<file path="src/rtl/multicycle_ctrl_unit.sv">
// multicycle_ctrl_unit
// Multi-cycle sequencer for the RV32I integer datapath (register file, ALU, PC).
// Each instruction passes through FETCH -> DECODE -> EXECUTE -> WRITEBACK.
// Fetch uses a req/ack handshake with a bounded wait. Only R-type and I-type
// ALU instructions are legal. Anything else, or a fetch that times out, ends in
// the terminal TRAP state.
//
// Build option:
//   CTRL_PERF_CNT_EN  when defined, cycle_cnt and instret_cnt are live 32-bit
//                     wrapping counters. When undefined, both ports are tied to
//                     zero and no counter flops are built.

module multicycle_ctrl_unit #(
    parameter int unsigned FETCH_TIMEOUT = 16   // 0 = wait for imem_ack forever
) (
    input  logic        clk,
    input  logic        reset,
    output logic        imem_req,
    input  logic        imem_ack,
    input  logic [31:0] instrCode,
    output logic        irWe,
    output logic [3:0]  aluControl,
    output logic        aluSrcB,
    output logic        regFileWe,
    output logic        pcEn,
    output logic        instr_retired,
    output logic        trap,
    output logic [1:0]  trap_cause,
    output logic [31:0] cycle_cnt,
    output logic [31:0] instret_cnt
);

    typedef enum logic [2:0] {
        S_RST_WAIT,
        S_FETCH,
        S_DECODE,
        S_EXECUTE,
        S_WRITEBACK,
        S_TRAP
    } state_t;

    localparam logic [6:0] OPC_R    = 7'b0110011;
    localparam logic [6:0] OPC_I    = 7'b0010011;
    localparam logic [6:0] F7_ZERO  = 7'b0000000;
    localparam logic [6:0] F7_ALT   = 7'b0100000;

    localparam logic [1:0] CAUSE_ILLEGAL = 2'b01;
    localparam logic [1:0] CAUSE_TIMEOUT = 2'b10;

    // Timeout counter only needs to reach FETCH_TIMEOUT-1.
    localparam int          TO_W     = (FETCH_TIMEOUT > 1) ? $clog2(FETCH_TIMEOUT) : 1;
    localparam bit          TO_EN    = (FETCH_TIMEOUT != 0);
    localparam logic [TO_W-1:0] TO_LAST = TO_EN ? TO_W'(FETCH_TIMEOUT - 1) : '0;

    state_t            state_q, state_d;
    logic [TO_W-1:0]   to_cnt_q;

    // Only the fields this unit decodes are kept; register and immediate
    // fields are consumed by the datapath's own instruction register.
    logic [6:0]        opcode_q;
    logic [2:0]        funct3_q;
    logic [6:0]        funct7_q;
    logic              unused_instr_bits;

    logic [3:0]        alu_ctrl_q;
    logic              alu_src_b_q;
    logic [1:0]        trap_cause_q;

    logic              dec_legal;
    logic [3:0]        dec_alu_ctrl;
    logic              dec_src_b;
    logic              trap_load;
    logic [1:0]        trap_cause_d;

    assign unused_instr_bits = ^{instrCode[24:15], instrCode[11:7]};

    // Classify the latched instruction and form its ALU controls.
    always_comb begin
        // NOTE: every combinationally written signal gets a default first, so no
        // path through the case statements can leave it unassigned (no latch).
        dec_legal    = 1'b0;
        dec_src_b    = 1'b0;
        dec_alu_ctrl = {1'b0, funct3_q};
        case (opcode_q)
            OPC_R: begin
                dec_alu_ctrl = {funct7_q[5], funct3_q};
                if (funct7_q == F7_ZERO) begin
                    dec_legal = 1'b1;
                end else if (funct7_q == F7_ALT &&
                             (funct3_q == 3'b000 || funct3_q == 3'b101)) begin
                    dec_legal = 1'b1;
                end
            end
            OPC_I: begin
                dec_src_b = 1'b1;
                case (funct3_q)
                    3'b001: begin
                        dec_alu_ctrl = {funct7_q[5], funct3_q};
                        dec_legal    = (funct7_q == F7_ZERO);
                    end
                    3'b101: begin
                        dec_alu_ctrl = {funct7_q[5], funct3_q};
                        dec_legal    = (funct7_q == F7_ZERO) || (funct7_q == F7_ALT);
                    end
                    default: begin
                        // Upper immediate bits are data here, not an op modifier.
                        dec_legal = 1'b1;
                    end
                endcase
            end
            default: begin
                dec_legal = 1'b0;
            end
        endcase
    end

    // Next-state and per-state enables of the sequencer.
    always_comb begin
        state_d       = state_q;
        imem_req      = 1'b0;
        irWe          = 1'b0;
        regFileWe     = 1'b0;
        pcEn          = 1'b0;
        instr_retired = 1'b0;
        trap_load     = 1'b0;
        trap_cause_d  = 2'b00;
        case (state_q)
            S_RST_WAIT: begin
                state_d = S_FETCH;
            end
            S_FETCH: begin
                imem_req = 1'b1;
                if (imem_ack) begin
                    // An ack on the last allowed cycle still wins over the timeout.
                    irWe    = 1'b1;
                    state_d = S_DECODE;
                end else if (TO_EN && to_cnt_q == TO_LAST) begin
                    state_d      = S_TRAP;
                    trap_load    = 1'b1;
                    trap_cause_d = CAUSE_TIMEOUT;
                end
            end
            S_DECODE: begin
                if (dec_legal) begin
                    state_d = S_EXECUTE;
                end else begin
                    state_d      = S_TRAP;
                    trap_load    = 1'b1;
                    trap_cause_d = CAUSE_ILLEGAL;
                end
            end
            S_EXECUTE: begin
                state_d = S_WRITEBACK;
            end
            S_WRITEBACK: begin
                // rd = x0 still writes; the register file masks x0 on read.
                regFileWe     = 1'b1;
                pcEn          = 1'b1;
                instr_retired = 1'b1;
                state_d       = S_FETCH;
            end
            S_TRAP: begin
                state_d = S_TRAP;
            end
            default: begin
                state_d = S_RST_WAIT;
            end
        endcase
    end

    // State register; reset always restarts through RST_WAIT.
    always_ff @(posedge clk or posedge reset) begin
        if (reset) begin
            state_q <= S_RST_WAIT;
        end else begin
            // NOTE: sequential state uses non-blocking assignment so every flop
            // samples pre-edge values regardless of block ordering.
            state_q <= state_d;
        end
    end

    // Fetch wait counter: counts cycles spent in FETCH, clears on leaving.
    always_ff @(posedge clk or posedge reset) begin
        if (reset) begin
            to_cnt_q <= '0;
        end else if (state_q == S_FETCH && state_d == S_FETCH) begin
            to_cnt_q <= to_cnt_q + 1'b1;
        end else begin
            to_cnt_q <= '0;
        end
    end

    // Capture the decode fields of the instruction accepted in FETCH.
    always_ff @(posedge clk or posedge reset) begin
        // NOTE: these are a handful of control flops, not a memory array, so
        // they take the async reset like the rest of the state.
        if (reset) begin
            opcode_q <= '0;
            funct3_q <= '0;
            funct7_q <= '0;
        end else if (irWe) begin
            opcode_q <= instrCode[6:0];
            funct3_q <= instrCode[14:12];
            funct7_q <= instrCode[31:25];
        end
    end

    // ALU controls: loaded in DECODE, held through WRITEBACK, zero otherwise.
    always_ff @(posedge clk or posedge reset) begin
        if (reset) begin
            alu_ctrl_q  <= '0;
            alu_src_b_q <= 1'b0;
        end else if (state_q == S_DECODE && dec_legal) begin
            alu_ctrl_q  <= dec_alu_ctrl;
            alu_src_b_q <= dec_src_b;
        end else if (state_q == S_WRITEBACK) begin
            alu_ctrl_q  <= '0;
            alu_src_b_q <= 1'b0;
        end
    end

    // Sticky trap cause, captured on entry to TRAP.
    always_ff @(posedge clk or posedge reset) begin
        if (reset) begin
            trap_cause_q <= 2'b00;
        end else if (trap_load) begin
            trap_cause_q <= trap_cause_d;
        end
    end

    assign aluControl = alu_ctrl_q;
    assign aluSrcB    = alu_src_b_q;
    assign trap       = (state_q == S_TRAP);
    assign trap_cause = trap_cause_q;

`ifdef CTRL_PERF_CNT_EN
    logic [31:0] cycle_cnt_q;
    logic [31:0] instret_cnt_q;

    // Free-running cycle and retire counters; both wrap at 2^32.
    always_ff @(posedge clk or posedge reset) begin
        if (reset) begin
            cycle_cnt_q   <= '0;
            instret_cnt_q <= '0;
        end else begin
            cycle_cnt_q <= cycle_cnt_q + 32'd1;
            if (instr_retired) begin
                instret_cnt_q <= instret_cnt_q + 32'd1;
            end
        end
    end

    assign cycle_cnt   = cycle_cnt_q;
    assign instret_cnt = instret_cnt_q;
`else
    assign cycle_cnt   = 32'd0;
    assign instret_cnt = 32'd0;
`endif

endmodule

</file>
<file path="config.mk">
export PLATFORM = sky130hd
export DESIGN_NAME = multicycle_ctrl_unit
export DESIGN_NICKNAME = d
export VERILOG_FILES = /design/src/rtl/multicycle_ctrl_unit.sv
export SDC_FILE = /design/constraint.sdc
export NUM_CORES = 1
export LEC_CHECK = 0
export CAP_MARGIN = 30
export CORE_UTILIZATION = 37
export CTS_CLUSTER_DIAMETER = 60
export DETAILED_ROUTE_END_ITERATION = 6
export PLACE_DENSITY = 0.79
export SLEW_MARGIN = 10
export SYNTH_ARGS = -nofsm -noshare
export SYNTH_HDL_FRONTEND = slang
export SYNTH_SLANG_ARGS = --single-unit
</file>
<file path="constraint.sdc">
create_clock -name clk -period 2.1 [get_ports clk]
set_clock_uncertainty 0.05 [all_clocks]
set_input_delay 0.42 -clock clk [delete_from_list [all_inputs] [get_ports clk]]
set_output_delay 0.42 -clock clk [all_outputs]
set_load 0.02 [all_outputs]
</file>
==> impl_metrics.ini <==
[run_status]
status = completed

[cells_and_area]
final_cells = 283
diodes = 0
syn_to_final_growth_pct = 14.3
drive_gt1_frac = 0.157
fillCellCount = 467
finish.utilization = 0.442
final_nets = 251

[logic_synthesis]
synthTopCellsByArea = dfrtp_1 (42%), buf_4 (27%), mux2_2 (9.8%)
synth_xor_area_frac = 0.00954
synth_edf_count = 0
synth_cells = 177
synthArstFlopShare = 1.00
synth_area_leader_cell = dfrtp_1
synthFlopType = dfrtp_1
synth_top_family_by_area = buffers and inverters
synth_simple_gate_area_frac = 0.103
yosys.area_share.adder = 0.00681
yosysUniqueCellTypes = 34
synth.area.mux_share = 0.131
synth.cell_area_um2 = 1840
ys_ff_latch = 31
synth_compound_area_frac = 0.0354
postSynthAreaPerCell_um2 = 10.4
yosysSeqAreaShare = 0.422
synthDominantCellAreaShare = 0.422
synth_warnings = 0

[floorplanning]
core_area_um2 = 4750
num_io_pins = 112
die-area_um2 = 5250
core.rowCount = 25
start_util = 0.386
die_h_um = 72.5
die_width_um = 72.5

[place]
portBuffers = 32
place_hpwl_um = 2170
place_congestion = 0.749
place_inst = 275

[drt]
drc = 0
ant_nets = 0
wl_um = 2710
vias = 1128
drt-vias-per-instance = 3.99
wl_per_cell_um = 9.59
dr.pass1.iters = 2
drtIter0Drc = 6

[run]
max-cap-violations = 0

[sta]
setup_violations = 0
fin_crit_sh = 0.932
drv_slew = 0
rsz0062_at_grt = false
hold_slack_ns = 0.421
setup_tns_ns = 0
min_period_ns = 1.96
hold_viol = 0
clock.fmax_mhz = 511

[critical_path]
critical_path_buf_inv_count = 1
worstSetupPathType = reg2out
worstPathArrival_ns = 1.49
path_cells = nand2b_1 -> nor2_1 -> and2_1 -> dlygate4sd2_1
required_ns = 1.63
critPathCaptureType = primary output
crit_fanout = 4
startpoint_type = flop
slowest_stage = dfrtp_1
cpLargestDelayFamily = simple AND/OR/NAND/NOR gates
max_stage_delay_ns = 0.40

[cts]
cts_tree = done
cts_hold_buf = 0
clk_pin_slew_ns = 0.07
root_buffer = clkbuf_8
numClockSinks = 31
post_cts_buffers = 0
clk_latency_ns = 0.28
htree_levels = 2
numCtsBuffers = 5
cts_buffer_depth = 2

[grt]
grt_pass1_vias = 1040
grt_pass1_wl_um = 4600
grt_overflow = 0
antenna_found_initial = 0
grt_max_degree = 32
grt_usage = 0.116

[power_and_ir_drop]
ir_drop_mv = 0.622
p_total_mw = 2.31
power_density_nw_per_um2 = 1100
leakagePower_nw = 1.06

[hold_path]
hold_class = reg2reg
cell families after synthesis:
logic type | Yosys count
buf+inv | 75
other cells | 1
flops | 31
fa+ha+maj | 1
xor+xnor | 2
simple gates | 35
compound gates | 10
mux | 22
what timing repair did:
| action | 4_1_cts | 5_1_grt |
|---|---|---|
| endpoints found under the setup margin | 5 | 1 |
| cloned | 0 | 0 |
| resized for setup | 5 | 2 |
worst paths after layout:
kind                        startpoint            end  slack, ns  cells after the start
min                        to_cnt_q[0]    to_cnt_q[0]       0.42                      1
max in group asynchronous        reset     state_q[2]       1.23                      3
max reg2reg                funct7_q[0]  aluControl[0]       0.23                      5
min reg2reg                to_cnt_q[0]    to_cnt_q[0]       0.42                      1
max                         state_q[1]           irWe       0.14                      4
min in group asynchronous        reset  trap_cause[0]       0.46                      3
cells in the mapped netlist (2+ instances only):
master and n:
and3_1 2, mux2_2 16, nand2b_1 3, buf_4 66, nor2b_1 2, dfrtp_1 31, a21oi_1 3, or3_2 2
nand3_1 2, nor3_1 2, or2_2 2, nor2_1 6, buf_2 2, mux2i_1 5, inv_1 7, nand2_1 8
cells in the final DEF (no fill, tap or decap), drive strengths merged, types with 4 or more instances in the layout:
cell	instances
mux2i	5
nand2	9
buf	4
nor2	6
conb	64
inv	7
clkdlybuf4s50	26
dfrtp	31
mux2	17
dlygate4sd2	5
clkbuf	8
state kept, by name (all words and copies together), names as in the netlist:
name        flops
funct7_q        7
opcode_q        7
aluControl      4
to_cnt_q        4
funct3_q        3
state_q         3
trap_cause      2
aluSrcB         1
where the power goes:
group	internal (mW)	switching, mW	total, mW
Sequential	0.821	0.151	0.972
Clock	0.299	0.209	0.508
Combinational	0.405	0.425	0.830
per-stage QoR:
step                      instance area [um2]  setup WS [ns]
final                                    2100          0.143
after global routing                     2100         0.0576
after CTS                                2100         0.0270
after detailed placement                 2000        -0.0946
after global placement                   2000         -0.110
after floorplan                          2070         0.0830
layout make-up:
cell class | instances | area (um2) | area share
sequential | 31 | 777 | 0.370
multi-input combinational | 134 | 766 | 0.365
inverter | 7 | 26.3 | 0.0125
timing repair buffer | 36 | 347 | 0.165
clock buffer | 8 | 100 | 0.0477
tap | 67 | 83.8 | 0.0399
metal layers:
layer	GRT usage	share of wire
met5	0	0
met4	0.0523	0.016
met1	0.117	0.36
met3	0.0444	0.091
met2	0.211	0.53
Power figures use the tool's default switching activity.
